<file path="src/rtl/instr_mem_responder.sv">
// Direct-mapped, read-only instruction cache responder: hits answer the cycle after
// acceptance, misses refill a 4-word line from backing memory one word at a time.
module instr_mem_responder #(
   parameter int LINES = 8
) (
   input  logic        clk,
   input  logic        rst,
   input  logic [15:0] Addr,
   input  logic        Rd,
   input  logic        Wr,
   input  logic        inv,
   output logic [15:0] DataOut,
   output logic        Done,
   output logic        Stall,
   output logic        CacheHit,
   output logic        err,
   output logic [15:0] mem_addr,
   output logic        mem_rd,
   input  logic [15:0] mem_rdata,
   input  logic        mem_ack
);

   localparam int IDXW = $clog2(LINES);
   localparam int TAGW = 13 - IDXW;

   typedef enum logic [1:0] {IDLE, LOOKUP, FILL, RESP} state_t;

   state_t            state_q, state_d;
   logic [15:0]       addr_q, addr_d;
   logic              wr_q, wr_d;
   logic [1:0]        word_cnt_q, word_cnt_d;
   logic              mem_rd_q, mem_rd_d;
   logic [15:0]       mem_addr_q, mem_addr_d;
   logic              inv_pend_q, inv_pend_d;
   logic [LINES-1:0]  valid_q, valid_d;
   logic [TAGW-1:0]   tag_q [LINES];
   logic [15:0]       data_q [LINES*4];

   logic [IDXW-1:0]   idx_s;
   logic [1:0]        off_s;
   logic [TAGW-1:0]   tag_s;
   logic              bad_req_s;
   logic              hit_s;
   logic              accept_s;
   logic              fill_we_s;
   logic              fill_last_s;
   logic [1:0]        word_nxt_s;
   logic [15:0]       rd_word_s;

   assign idx_s      = addr_q[IDXW+2:3];
   assign off_s      = addr_q[2:1];
   assign tag_s      = addr_q[15:IDXW+3];
   assign bad_req_s  = wr_q | addr_q[0];
   assign hit_s      = valid_q[idx_s] && (tag_q[idx_s] == tag_s);
   assign word_nxt_s = word_cnt_q + 2'd1;
   assign rd_word_s  = data_q[{idx_s, off_s}];
   assign mem_addr   = mem_addr_q;
   assign mem_rd     = mem_rd_q;

   // Fetch-facing status; must be combinational so a hit answers in the LOOKUP cycle.
   always_comb begin
      Done     = 1'b0;
      Stall    = 1'b0;
      CacheHit = 1'b0;
      err      = 1'b0;
      DataOut  = 16'd0;
      case (state_q)
         LOOKUP: begin
            if (bad_req_s) begin
               Done = 1'b1;
               err  = 1'b1;
            end else if (hit_s) begin
               Done     = 1'b1;
               CacheHit = 1'b1;
               DataOut  = rd_word_s;
            end else begin
               Stall = 1'b1;
            end
         end
         FILL: Stall = 1'b1;
         RESP: begin
            Done    = 1'b1;
            DataOut = rd_word_s;
         end
         default: Stall = 1'b0;
      endcase
   end

   assign accept_s = (Rd | Wr) & ~Stall & (state_q != FILL);

   // Next-state, request latch and line-fill sequencing.
   always_comb begin
      state_d     = state_q;
      addr_d      = addr_q;
      wr_d        = wr_q;
      word_cnt_d  = word_cnt_q;
      mem_rd_d    = mem_rd_q;
      mem_addr_d  = mem_addr_q;
      inv_pend_d  = 1'b0;
      fill_we_s   = 1'b0;
      fill_last_s = 1'b0;
      case (state_q)
         IDLE, RESP: begin
            if (accept_s) begin
               state_d = LOOKUP;
               addr_d  = Addr;
               wr_d    = Wr;
            end else begin
               state_d = IDLE;
            end
         end
         LOOKUP: begin
            if (bad_req_s || hit_s) begin
               if (accept_s) begin
                  state_d = LOOKUP;
                  addr_d  = Addr;
                  wr_d    = Wr;
               end else begin
                  state_d = IDLE;
               end
            end else begin
               state_d    = FILL;
               word_cnt_d = 2'd0;
               mem_rd_d   = 1'b1;
               mem_addr_d = {tag_s, idx_s, 2'd0, 1'b0};
               inv_pend_d = inv;
            end
         end
         FILL: begin
            // An invalidate seen anywhere in the fill keeps the new line invalid.
            inv_pend_d = inv_pend_q | inv;
            if (mem_rd_q && mem_ack) begin
               fill_we_s  = 1'b1;
               word_cnt_d = word_nxt_s;
               if (word_cnt_q == 2'd3) begin
                  fill_last_s = 1'b1;
                  mem_rd_d    = 1'b0;
                  state_d     = RESP;
               end else begin
                  mem_addr_d = {tag_s, idx_s, word_nxt_s, 1'b0};
               end
            end else begin
               fill_we_s = 1'b0;
            end
         end
         default: state_d = IDLE;
      endcase
   end

   // Valid bits: a flush wins over a completing fill.
   always_comb begin
      valid_d = valid_q;
      if (inv) begin
         valid_d = {LINES{1'b0}};
      end else if (fill_last_s && !inv_pend_q) begin
         valid_d[idx_s] = 1'b1;
      end else begin
         valid_d = valid_q;
      end
   end

   // Control state registers.
   always_ff @(posedge clk or posedge rst) begin
      if (rst) begin
         state_q    <= IDLE;
         addr_q     <= 16'd0;
         wr_q       <= 1'b0;
         word_cnt_q <= 2'd0;
         mem_rd_q   <= 1'b0;
         mem_addr_q <= 16'd0;
         inv_pend_q <= 1'b0;
         valid_q    <= {LINES{1'b0}};
      end else begin
         state_q    <= state_d;
         addr_q     <= addr_d;
         wr_q       <= wr_d;
         word_cnt_q <= word_cnt_d;
         mem_rd_q   <= mem_rd_d;
         mem_addr_q <= mem_addr_d;
         inv_pend_q <= inv_pend_d;
         valid_q    <= valid_d;
      end
   end

   // Tag and data storage; contents are qualified by valid_q so need no reset.
   always_ff @(posedge clk) begin
      if (fill_we_s) begin
         data_q[{idx_s, word_cnt_q}] <= mem_rdata;
      end
      if (fill_last_s) begin
         tag_q[idx_s] <= tag_s;
      end
   end

endmodule
</file>
<file path="config.mk">
export PLATFORM = sky130hd
export DESIGN_NAME = instr_mem_responder
export DESIGN_NICKNAME = d
export VERILOG_FILES = /design/src/rtl/instr_mem_responder.sv
export SDC_FILE = /design/constraint.sdc
export NUM_CORES = 1
export LEC_CHECK = 0
export CAP_MARGIN = 20
export CORE_MARGIN = 4
export CORE_UTILIZATION = 35
export CTS_BUF_LIST = sky130_fd_sc_hd__clkbuf_4 sky130_fd_sc_hd__clkbuf_8
export DETAILED_ROUTE_END_ITERATION = 7
export HOLD_SLACK_MARGIN = 0.03
export SLEW_MARGIN = 30
export SYNTH_ARGS = -nofsm -noshare
export SYNTH_HDL_FRONTEND = slang
export SYNTH_SLANG_ARGS = --single-unit
</file>
<file path="constraint.sdc">
create_clock -name clk -period 7.8 [get_ports clk]
set_input_delay 1.17 -clock clk [delete_from_list [all_inputs] [get_ports clk]]
set_output_delay 1.17 -clock clk [all_outputs]
set_load 0.01 [all_outputs]
</file>
==> metrics.yaml <==
gr-total-overflow: 0
core_mm2: 0.0700
route.detailed.drc: 0
powerDensity_mw_per_mm2: 301
synth_top_family_by_area: "multiplexers"
synthSimpleGateAreaFrac: 0.0214
synth_mux_area_frac: 0.157
nets: 1378
finClkSkew_ns: 0.0515
area_growth_pct: 16.5
clkTransAtPathRegs_ns: 0.06
final.min_clock_period_ns: 6.33
final_max_slew_viol_count: 0
gp_congestion: 0.763
grt_antenna_before_repair: 0
cts_tree: "done"
grt_pass1_vias: 12676
cp.required_ns: 6.63
portBuffers: 73
die_y_um: 274
synth_area_mm2: 0.0247
drt_pass1_iterations: 5
fin_crit_sh: 0.812
root_buffer: "clkbuf_8"
status: "completed"
routed-wl-met2_um: 26800
grt_pass1_wl_um: 85400
postSynthCellCount: 1166
cts_buffers: 101
synth_nets: 1211
topRoutingLayerUsed: "met4"
hold_violations: 0
drtIter0Drc: 1166
rows: 97
p_total_mw: 8.67
synth-xor-area-share: 0.00248
mostFrequentLayoutCell: "edfxtp_1"
syn_avg_cell_area_um2: 21.2
ys_warn_count: 0
antenna_cells: 0
max_freq_mhz: 158
ys.flop_type: "edfxtp_1"
clk_path_buf_depth: 3
routed_wl_um: 58000
vias: 12409
hpwlAfterDp_um: 34200
die_area_mm2: 0.0750
critPathLaunchType: "flop"
critPathArrivalTime_ns: 5.16
cts_post_setup_buffers_inserted: 0
cts_hold_buf: 0
io-pin-count: 75
synth_edf_count: 592
synth_compound_area_frac: 0.0366
met1_length_um: 24900
start_util: 0.353
worst-slew-pin-transition_ns: 1.03
ys_seq_area_frac: 0.765
ant_nets: 0
synth_fa_ha_area_frac: 0.00354
critPathCaptureType: "output port"
power_leakage_nw: 9.25
fin_tns_setup_ns: 0
cts.sinks: 638
crit_fanout: 20
rsz0062_at_grt: "no"
setup_viol: 0
relSlewSlack: 0.313
detail_route.wl_per_cell_um: 24.6
min_path_type: "flop to flop"
ys_ff_latch: 638
synth_cell_types: 52
async_reset_ff_frac: 0.0721
die_w_um: 274
path_class: "flop to output port"
ctsResizeCount: 0
maxCapViolations: 0
grt_max_degree: 59
drive_above_1_share: 0.291
final_cell_mix: "592 x edfxtp_1, 135 x mux4_2, 105 x clkbuf_8, 63 x clkdlybuf4s50_1"
ir_worst_vdd_v: 0.000150
htree_num_levels: 3
clk_latency_ns: 0.70
dr_wl_met3_um: 4580
fillers: 6187
grt.total_usage: 0.155
vias_per_cell: 5.27
## power by group
part           internal (mW)  switching [mW]  leakage [nW]  total (mW)
sequential              3.86           0.207          5.88        4.07
clock                   1.55            1.30          1.07        2.85
combinational          0.847           0.901          2.30        1.75
## synthesized netlist by cell type (3+ instances only)
library cell	instances	area, µm²
o21ai_0	7	35.0
a21oi_1	12	60.1
a221oi_1	15	131
buf_2	9	45.0
nand2_1	20	75.1
nand3_1	5	25.0
mux4_1	7	184
mux2_2	27	304
nor2_1	63	236
buf_4	3	22.5
mux2_4	10	150
dfrtp_1	46	1150
a22oi_1	25	188
clkbuf_1	34	128
ha_1	7	87.6
mux2i_1	20	200
and2_1	6	37.5
inv_1	11	41.3
buf_1	16	60.1
nand2b_1	3	18.8
nor2b_1	4	25.0
a32oi_1	14	123
nor3_1	5	25.0
edfxtp_1	592	17800
a22o_1	16	140
xnor2_1	7	61.3
mux4_2	135	3040
a31oi_1	16	100
## registers in the layout, summed over array words and instances, names as in the netlist, 2 cells and up
register    cells
data_q        512
tag_q          80
addr_q         16
mem_addr       15
valid_q         8
state_q         2
word_cnt_q      2
## logic make-up (layout without fill, tap and decap cells)
kind of cell	count (synthesis)	count (layout)
adder cells (fa/ha/maj)	7	7
other	1	1
XOR/XNOR	7	7
multiplexers	199	199
AND/OR/NAND/NOR	118	118
flip-flops	638	638
AO/OA/AOI/OAI	119	119
buffers and inverters	77	326
## stage by stage
stage | cells | cell area (µm²) | hold slack, ns | utilization | worst slack, ns
2_1_floorplan | 1166 | 24700 | 0.462 | - | 3.52
3_3_place_gp | 2170 | 26800 | 0.479 | 0.383 | 2.02
3_5_place_dp | 2170 | 26800 | 0.487 | 0.382 | 2.12
4_1_cts | 2355 | 28800 | 0.501 | 0.411 | 1.36
5_1_grt | 2355 | 28800 | 0.521 | 0.411 | 1.19
6_report | 2355 | 28800 | 0.495 | 0.411 | 1.47
## cell type report
| cell class | count | area [µm²] | share of cell area |
|---|---|---|---|
| flip-flops and latches | 638 | 18900 | 0.657 |
| well taps | 940 | 1180 | 0.0408 |
| multi-input cells | 451 | 5500 | 0.191 |
| clock buffers | 138 | 1690 | 0.0588 |
| repair buffers | 129 | 1100 | 0.0382 |
| clock inverters | 47 | 348 | 0.0121 |
| inverters | 12 | 47.5 | 0.00165 |
## final timing paths
kind / startpoint / end / slack [ns] / cells after the start
max in group asynchronous: rst / addr_q[1] / 6.43 / 2
hold reg to reg: valid_q[5] / valid_q[5] / 0.50 / 2
setup reg to reg: addr_q[4] / addr_q[13] / 3.35 / 9
hold / removal: valid_q[5] / valid_q[5] / 0.50 / 2
min in group asynchronous: rst / wr_q / 0.92 / 2
setup / recovery: addr_q[4] / DataOut[1] / 1.47 / 10
## worst max-delay path: stages, from the launching register on
cell             delay [ns]
dfrtp_1                0.90
buf_4                  0.33
nor2b_2                0.05
buf_4                  0.23
a22o_1                 0.25
o21a_1                 0.18
or4_1                  0.49
or4_1                  0.72
o21ba_2                0.46
a31oi_1                0.27
clkdlybuf4s50_1        0.59
## metal layers
metal,vias up,track usage
li1,5229,-
met1,6564,0.219
met2,525,0.238
met3,91,0.0400
met4,0,0.0475
met5,-,0
Note: power is estimated with default switching activity, not from simulation.
